$ cat src/rtl/board_io_ctrl.sv
// board_io_ctrl: memory-mapped board I/O peripheral for DE-series boards.
// Synchronises and debounces SW and KEY, latches KEY presses in sticky
// flags, and holds the LED, HEX mode and per-digit HEX registers.
//
// Ports:
//   Clock      in   system clock
//   Reset      in   synchronous active-high reset
//   Addr       in   register address
//   WrData     in   write data
//   W          in   write strobe
//   RdData     out  registered read data (one-cycle latency)
//   KeyPending out  OR of all KEY edge flags
//   SW         in   raw switches (asynchronous)
//   KEY        in   raw pushbuttons (asynchronous, active-low)
//   LEDR       out  LED drive, active-high
//   HEX        out  seven-segment pins, digit d at [7d+6:7d], active-low
//
// Address map: 0 LED, 1 debounced SW, 2 KEY flags (write-1-to-clear),
// 3 HEX mode (1 = raw), 4+d HEX digit d. Other addresses read 0.
module board_io_ctrl #(
    parameter int DATA_W          = 16,
    parameter int ADDR_W          = 4,
    parameter int NUM_HEX         = 6,
    parameter int LED_W           = 10,
    parameter int SW_W            = 10,
    parameter int KEY_W           = 4,
    parameter int DEBOUNCE_CYCLES = 500000
) (
    input  logic                 Clock,
    input  logic                 Reset,
    input  logic [ADDR_W-1:0]    Addr,
    input  logic [DATA_W-1:0]    WrData,
    input  logic                 W,
    output logic [DATA_W-1:0]    RdData,
    output logic                 KeyPending,
    input  logic [SW_W-1:0]      SW,
    input  logic [KEY_W-1:0]     KEY,
    output logic [LED_W-1:0]     LEDR,
    output logic [7*NUM_HEX-1:0] HEX
);

    localparam int IN_W  = SW_W + KEY_W;
    localparam int CNT_W = $clog2(DEBOUNCE_CYCLES + 1);
    localparam logic [CNT_W-1:0] CNT_LAST = CNT_W'(DEBOUNCE_CYCLES - 1);
    // Idle levels of the combined {KEY, SW} input vector: keys released (1).
    localparam logic [IN_W-1:0]  IN_IDLE  = {{KEY_W{1'b1}}, {SW_W{1'b0}}};
    localparam logic [6:0]       PIN_ZERO = 7'b1000000;

    // Lit-segment pattern (bit 0 = a, 1 = lit) for a hex nibble.
    function automatic logic [6:0] hex_glyph(input logic [3:0] v);
        logic [6:0] g;
        case (v)
            4'h0:    g = 7'h3F;
            4'h1:    g = 7'h06;
            4'h2:    g = 7'h5B;
            4'h3:    g = 7'h4F;
            4'h4:    g = 7'h66;
            4'h5:    g = 7'h6D;
            4'h6:    g = 7'h7D;
            4'h7:    g = 7'h07;
            4'h8:    g = 7'h7F;
            4'h9:    g = 7'h6F;
            4'hA:    g = 7'h77;
            4'hB:    g = 7'h7C;
            4'hC:    g = 7'h39;
            4'hD:    g = 7'h5E;
            4'hE:    g = 7'h79;
            4'hF:    g = 7'h71;
            default: g = 7'h00;
        endcase
        return g;
    endfunction

    // Active-low pin pattern for one digit register in the given mode.
    function automatic logic [6:0] seg_pins(input logic raw, input logic [6:0] v);
        logic [6:0] lit;
        if (raw) begin
            lit = v;
        end else if (v[4]) begin
            lit = 7'h00;
        end else begin
            lit = hex_glyph(v[3:0]);
        end
        return ~lit;
    endfunction

    logic [IN_W-1:0]    r_meta;
    logic [IN_W-1:0]    r_sync;
    logic [IN_W-1:0]    r_stable;
    logic [CNT_W-1:0]   r_cnt [IN_W];
    logic [KEY_W-1:0]   r_key_prev;
    logic [KEY_W-1:0]   r_flags;
    logic               r_pend;
    logic [LED_W-1:0]   r_led;
    logic [NUM_HEX-1:0] r_mode;
    logic [6:0]         r_digit [NUM_HEX];
    logic [DATA_W-1:0]  r_rd;
    logic [7*NUM_HEX-1:0] r_hex;

    logic [SW_W-1:0]      w_sw_db;
    logic [KEY_W-1:0]     w_key_pressed;
    logic [KEY_W-1:0]     w_set;
    logic [KEY_W-1:0]     w_clr;
    logic [KEY_W-1:0]     w_flags_next;
    logic [DATA_W-1:0]    w_rd;
    logic [DATA_W-1:0]    w_rd_digit;
    logic [7*NUM_HEX-1:0] w_hex;
    logic                 w_unused_wrdata;

    assign w_unused_wrdata = ^WrData;
    assign w_sw_db         = r_stable[SW_W-1:0];
    // Keys are active-low on the board; internally pressed = 1.
    assign w_key_pressed   = ~r_stable[IN_W-1:SW_W];

    // Two-flop synchroniser for all raw inputs.
    always_ff @(posedge Clock) begin
        if (Reset) begin
            r_meta <= IN_IDLE;
            r_sync <= IN_IDLE;
        end else begin
            r_meta <= {KEY, SW};
            r_sync <= r_meta;
        end
    end

    // Per-bit debounce: accept a new level after DEBOUNCE_CYCLES consecutive mismatches.
    always_ff @(posedge Clock) begin
        if (Reset) begin
            r_stable <= IN_IDLE;
            for (int i = 0; i < IN_W; i++) begin
                r_cnt[i] <= '0;
            end
        end else begin
            for (int i = 0; i < IN_W; i++) begin
                if (r_sync[i] == r_stable[i]) begin
                    r_cnt[i] <= '0;
                end else if (r_cnt[i] == CNT_LAST) begin
                    r_stable[i] <= r_sync[i];
                    r_cnt[i]    <= '0;
                end else begin
                    r_cnt[i] <= r_cnt[i] + CNT_W'(1);
                end
            end
        end
    end

    // Press detection and write-1-to-clear; a new press wins over a clear.
    always_comb begin
        w_set = w_key_pressed & ~r_key_prev;
        if (W && (Addr == ADDR_W'(2))) begin
            w_clr = WrData[KEY_W-1:0];
        end else begin
            w_clr = '0;
        end
        w_flags_next = (r_flags & ~w_clr) | w_set;
    end

    // Edge flag state and pending summary.
    always_ff @(posedge Clock) begin
        if (Reset) begin
            r_key_prev <= '0;
            r_flags    <= '0;
            r_pend     <= 1'b0;
        end else begin
            r_key_prev <= w_key_pressed;
            r_flags    <= w_flags_next;
            r_pend     <= |w_flags_next;
        end
    end

    // Processor-writable LED, mode and digit registers.
    always_ff @(posedge Clock) begin
        if (Reset) begin
            r_led  <= '0;
            r_mode <= '0;
            for (int d = 0; d < NUM_HEX; d++) begin
                r_digit[d] <= 7'h00;
            end
        end else begin
            if (W && (Addr == ADDR_W'(0))) begin
                r_led <= WrData[LED_W-1:0];
            end
            if (W && (Addr == ADDR_W'(3))) begin
                r_mode <= WrData[NUM_HEX-1:0];
            end
            for (int d = 0; d < NUM_HEX; d++) begin
                if (W && (Addr == ADDR_W'(4 + d))) begin
                    r_digit[d] <= WrData[6:0];
                end
            end
        end
    end

    // Read mux over the current (pre-write) register values.
    always_comb begin
        w_rd_digit = '0;
        for (int d = 0; d < NUM_HEX; d++) begin
            w_rd_digit = w_rd_digit |
                ((Addr == ADDR_W'(4 + d)) ? DATA_W'(r_digit[d]) : '0);
        end
        case (Addr)
            ADDR_W'(0): w_rd = DATA_W'(r_led);
            ADDR_W'(1): w_rd = DATA_W'(w_sw_db);
            ADDR_W'(2): w_rd = DATA_W'(r_flags);
            ADDR_W'(3): w_rd = DATA_W'(r_mode);
            default:    w_rd = w_rd_digit;
        endcase
    end

    // Segment pin pattern for every digit.
    always_comb begin
        w_hex = '0;
        for (int d = 0; d < NUM_HEX; d++) begin
            w_hex[7*d +: 7] = seg_pins(r_mode[d], r_digit[d]);
        end
    end

    // Registered read data and HEX pins.
    always_ff @(posedge Clock) begin
        if (Reset) begin
            r_rd  <= '0;
            r_hex <= {NUM_HEX{PIN_ZERO}};
        end else begin
            r_rd  <= w_rd;
            r_hex <= w_hex;
        end
    end

    assign RdData     = r_rd;
    assign KeyPending = r_pend;
    assign LEDR       = r_led;
    assign HEX        = r_hex;

endmodule
$ cat config.mk
export PLATFORM = sky130hd
export DESIGN_NAME = board_io_ctrl
export DESIGN_NICKNAME = d
export VERILOG_FILES = /design/src/rtl/board_io_ctrl.sv
export SDC_FILE = /design/constraint.sdc
export NUM_CORES = 1
export LEC_CHECK = 0
export CAP_MARGIN = 20
export CORE_ASPECT_RATIO = 1.75
export CORE_MARGIN = 2
export CORE_UTILIZATION = 25
export DETAILED_ROUTE_END_ITERATION = 8
export PLACE_DENSITY = 0.5
export SLEW_MARGIN = 20
export SYNTH_ARGS = -nofsm -noshare
export SYNTH_HDL_FRONTEND = slang
export SYNTH_SLANG_ARGS = --single-unit
$ cat constraint.sdc
create_clock -name Clock -period 5.6 [get_ports Clock]
set_input_delay 1.12 -clock Clock [delete_from_list [all_inputs] [get_ports Clock]]
set_output_delay 1.12 -clock Clock [all_outputs]
set_load 0.01 [all_outputs]
==> results of run 1 <==
## final timing paths
check | endpoint | slack (ns) | startpoint | cells after the start
max | r_digit[1][1]$_SDFFCE_PN0P_ | 2.31 | Addr[2] | 4
min | r_sync[12]$_SDFF_PP1_ | 0.41 | r_meta[12]$_SDFF_PP1_ | 1
max reg2reg | r_cnt[0][14]$_SDFFCE_PN0P_ | 3.16 | r_cnt[0][0]$_SDFFCE_PN0P_ | 5
min reg2reg | r_sync[12]$_SDFF_PP1_ | 0.41 | r_meta[12]$_SDFF_PP1_ | 1
## sequential cells by signal (all words and copies together) (netlist names)
register,count
HEX,42
r_mode,6
RdData,10
r_flags,4
r_sync,14
r_key_prev,4
r_cnt,266
r_meta,14
r_digit,42
KeyPending,1
r_stable,14
LEDR,10
## placed cells by master (no fill, tap or decap), drive strengths merged, types with 18 or more instances in the layout
cell type	instances
nor3	43
a211oi	19
clkdlybuf4s50	90
nand2	135
a21oi	105
clkbuf	66
inv	80
o21ai	72
nand4	65
nor2	273
edfxtp	308
o31ai	32
and2	51
or3	44
and3	22
nor4b	18
or2	18
and4	28
or4	38
xnor2	96
conb	272
ha	44
mux2i	29
dfxtp	119
nor2b	35
nand3	108
xor2	90
nor4	44
## kinds of logic (layout without fill, tap and decap cells)
family / after synthesis / count (layout)
AOI/OAI and AO/OA: 340 / 340
xor gates and xnor gates: 186 / 186
adders and majority gates: 44 / 44
buffers and inverters: 168 / 262
DFF: 427 / 427
muxes: 44 / 44
other: 2 / 272
and+or+nand+nor: 956 / 956
## power by group
group / switching [uW] / total (uW) / internal, uW
clock network: 1360 / 3200 / 1840
registers: 162 / 3690 / 3530
logic: 272 / 487 / 215
## layer usage
metal,vias up,wire length (um),share of wire
met1,7927,22000,0.41
met3,103,2260,0.042
li1,8379,-,-
met5,-,0,0
met2,275,28100,0.52
met4,0,1790,0.033
## area by class of cell
type | count | area, um2 | area share
Clock buffer | 66 | 1390 | 0.0517
Sequential cell | 427 | 11600 | 0.432
Inverter | 77 | 289 | 0.0107
Clock inverter | 21 | 201 | 0.00748
Tap cell | 1168 | 1460 | 0.0543
Multi-Input combinational cell | 1842 | 11000 | 0.408
Timing Repair Buffer | 98 | 956 | 0.0355
## stage by stage
step | area [um2] | total power (uW) | worst slack [ns]
floorplan | 23300 | 4030 | 2.76
global placement | 25300 | 4240 | 1.73
detailed placement | 25300 | 4250 | 1.69
CTS | 26900 | 7520 | 2.33
global route | 26900 | 7710 | 2.14
finish | 26900 | 7380 | 2.31
## critical path: cells and delay by family
family | cells | cell delay [ns]
compound gates | 1 | 0.83
buf+inv | 1 | 0.82
simple gates | 2 | 0.73
==> metrics.txt, run 1 <==
Mapped Cells=~2200; largest net degree at the start of global routing=72; final core utilization=0.306; ys flop type=edfxtp_1; number of vias per cell=about 4.5; M1 GR Usage=0.133; Worst Hold Slack=slightly above 0.4 ns; Placer Congestion=approximately 0.80; adder-cell share of the synthesized area=0.0247; largest family of logic cells by synthesized area=simple AND/OR/NAND/NOR gates; vias post-DR=16700; Synth top cells by count=edfxtp_1, nor2_1, nand2_1; dpl hpwl=39.0 mm; measured slew at the worst slew-check pin=between 1 and 1.5 ns; #FFs+latches synth=427; RSZ-0062 raised after global routing=no; CTS Buffer Depth=3; Layout area overhead=20.8%; starting density of the core=0.253; first drt pass iteration count=5; CTS resizes=0; Crit-path slowest cell=o21ai_0; Routed WL per cell=approximately 15 um; met2 GRT Util=0.220; total track usage=0.118; crit path DAT=roughly 3.5 ns; first-pass GRT wire length=87.3 mm; crit-path max FO=18; Hold Crit Class=reg2reg; CTS root buffer=clkbuf_16; leakage power=approximately 0.009 uW; Fin Setup TNS=0 ns; initial antenna violation count=0; DP Cell Count=3612; CORE AREA=0.0881 mm2; maximum clock rate=304 MHz; Worst Path Required=5.82 ns; hold buffers post-CTS=0; Ys Warns=0; power per cell area=274 mW/mm2; total wire length=54.1 mm; outcome=complete, no violations; share of cells above drive strength 1=0.0577; leading area contributor after synthesis=edfxtp_1; total CTS buffers=47; share of the synthesized area in the top cell type=0.415; I/O pins=106; Filler cells=9137; crit path launch type=input port; Cell Area, Synth=0.0223 mm2; Critical Path End Type=flop; setup bufs post-CTS=0; Core Rows=144; Final Non-Filler Cells=3699; XOR/XNOR Fraction of Synth Area=0.0731; Post-synth EDFFs=308; Syn Area/Cell=around 10 um2; Final min period=3.29 ns; most used routing layer=met2; M3 GR Usage=0.0220; setup violators final=0; Max VDD drop=0.230 mV; Port Buf Inserts=93; die area=roughly 0.09 mm2; Antenna Nets Post-Route=0; relative slew slack=0.321; CP cell instances=clkdlybuf4s50_1 -> nor2b_1 -> nand2_1 -> o21ai_0; CTS tree=done; Slew Viols, Final=0; Initial DRC Count=780; Die Ht=399 um; Layout Nets=between 2000 and 3000; worst setup path class=in2reg; critical path's largest stage delay=0.83 ns; H-tree depth=2; vias in the first global route=16500; Die W=between 200 and 250 um; Antenna diodes=0; Unique masters post-synth=76; simple-gate area share of the yosys netlist=0.226; Sink Count=427; post-synthesis mux area share=0.0226; later-pin clock latency in the skew report=0.61 ns; synth top area cells=edfxtp_1, dfxtp_1, nor2_1, xnor2_1, xor2_1; count leader, synth=edfxtp_1; gr ovfl total=0; Max-cap violations=0; Max Clock Skew=0.0185 ns; Seq/Total Area, Yosys=0.522; remaining routing DRC violations=0; complex-gate fraction of the synthesized area=0.101; async set or reset register ratio after synthesis=0; CTS clk-pin slew, worst paths=around 0.060 ns; Fin. Hold Viols=0; period utilization=0.587
(Power assumes the default switching activity.)
==> run 2: changes to the inputs <==
Clock period 5.6 ns to 3.1 ns, I/O delays scaled along.
==> run 2 against run 1 <==
Clock power up 81%. Combinational power grew 85%. Via count rose by 0.37%.
==> metrics.txt, run 2 (synthesis gave the netlist of run 1 again) <==
outcome=complete, no violations; total CTS buffers=46; reg2reg path depth=4; Max VDD drop=~0.34 mV; starting density of the core=0.253; Fin. Hold Viols=0; Routed WL per cell=about 15 um; Port Buf Inserts=93; most frequent cells in the layout=edfxtp_1, nor2_1, conb_1, nand2_1, dfxtp_1; Largest register FFs=266; Sink Count=between 400 and 500; vias in the first global route=16400; Hold Path Sink=r_sync[12]$_SDFF_PP1_; critical path's largest stage delay=0.56 ns; first-pass GRT wire length=87.0 mm; leakage power=0.00935 uW; number of vias per cell=4.50; largest net degree at the start of global routing=84; hold buffers post-CTS=0; maximum clock rate=417 MHz; vias post-DR=16700; Core Rows=144; Fin Setup TNS=0 ns; most common cell after layout, fill and taps aside=edfxtp_1; crit-path max FO=18; Die Ht=399 um; Final Total Pwr=roughly 13000 uW; Antenna Nets Post-Route=0; Crit-path slowest cell=or4_4; Worst Path Required=3.43 ns; RR Startpoint=r_cnt[0][145]$_SDFFCE_PN0P_; total track usage=0.118; CORE AREA=between 0.08 and 0.09 mm2; Initial DRC Count=808; R2R Setup Slk=0.70 ns; share of cells above drive strength 1=0.0665; setup bufs post-CTS=0; CTS resizes=0; power per cell area=around 500 mW/mm2; Layout Nets=between 2000 and 3000; hold path depth=1; Placer Congestion=roughly 0.81; gr ovfl total=0; I/O pins=around 110; total wire length=54.2 mm; CP bufs+invs=0; CTS root buffer=clkbuf_16; worst setup path class=reg2reg; later-pin clock latency in the skew report=about 0.6 ns; Antenna diodes=0; Die W=230 um; Critical Path End Type=flop; Slew Viols, Final=0; Final min period=2.40 ns; CTS Buffer Depth=3; Layout area overhead=21.7%; remaining routing DRC violations=0; CTS tree=done; crit path launch type=flop; most flop-heavy register=r_cnt; period utilization=0.774; RR Endpoint=r_cnt[0][145]$_SDFFCE_PN0P_; initial antenna violation count=1; Hold Crit Class=reg2reg; delay-heaviest family, CP=simple AND/OR/NAND/NOR gates; relative slew slack=0.433; design area=0.0271 mm2; Max Clock Skew=0.0195 ns; hold path startpoint=r_meta[12]$_SDFF_PP1_; Area after DPL=0.0255 mm2; die area=0.0916 mm2; CP cell instances=or4b_1 -> or4_4 -> o21ai_4 -> nor2_1; dpl hpwl=39.3 mm; Max-cap violations=0; CTS clk-pin slew, worst paths=0.06 ns; H-tree depth=2; first drt pass iteration count=5; RSZ-0062 raised after global routing=no; crit path DAT=2.73 ns; measured slew at the worst slew-check pin=0.839 ns; setup violators final=0
-- run 2: cell types whose count changed in the layout (fill, tap and decap cells not counted), sizes merged --
cell,change
clkinv,-6
clkbuf,-2
clkinvlp,+4
bufinv,+3
buf,+25
-- run 2: area by class of cell --
type                       instances  area (um2)
timing repair buffer             123        1160
inverter                          77         289
multi-input combinational       1842       11000
sequential                       427       11600
clock inverter                    22         265
fill                            9119       61000
tap                             1168        1460
clock buffer                      64        1320
-- run 2: per-layer routing --
layer  routed length, um  vias to the layer above  GRT usage
met5                  13                        -          0
met4                1670                        2     0.0427
met3                2310                       92     0.0225
met2               28100                      291      0.222
met1               22100                     7928      0.131
li1                    -                     8433          -
-- run 2: how the worst max path moves through the flow --
stage	start	to	slack [ns]	depth (start not counted)
after floorplan	Addr[1]	r_digit[0][0]$_SDFFCE_PN0P_	0.76	4
after global placement	Addr[2]	r_digit[4][0]$_SDFFCE_PN0P_	0.36	5
after detailed placement	Addr[2]	r_digit[4][0]$_SDFFCE_PN0P_	0.43	5
after CTS	r_cnt[0][139]$_SDFFCE_PN0P_	r_cnt[0][146]$_SDFFCE_PN0P_	0.69	4
after global routing	r_cnt[0][145]$_SDFFCE_PN0P_	r_cnt[0][145]$_SDFFCE_PN0P_	0.61	4
final	r_cnt[0][145]$_SDFFCE_PN0P_	r_cnt[0][145]$_SDFFCE_PN0P_	0.70	4
-- run 2: power by group --
part | switching (uW) | total [uW] | internal [uW]
clock network | 2390 | 5800 | 3410
registers | 293 | 6670 | 6380
logic | 495 | 900 | 405
total | 3180 | 13400 | 10200
-- run 2: per-stage QoR --
step / cells / worst slack [ns] / utilization / hold WS [ns]
6_report: 3723 / 0.701 / 0.308 / 0.408
5_1_grt: 3723 / 0.610 / 0.308 / 0.427
4_1_cts: 3723 / 0.686 / 0.308 / 0.409
3_5_place_dp: 3637 / 0.430 / 0.290 / 0.394
3_3_place_gp: 3637 / 0.359 / 0.290 / 0.395
2_1_floorplan: 2437 / 0.760 / - / 0.389
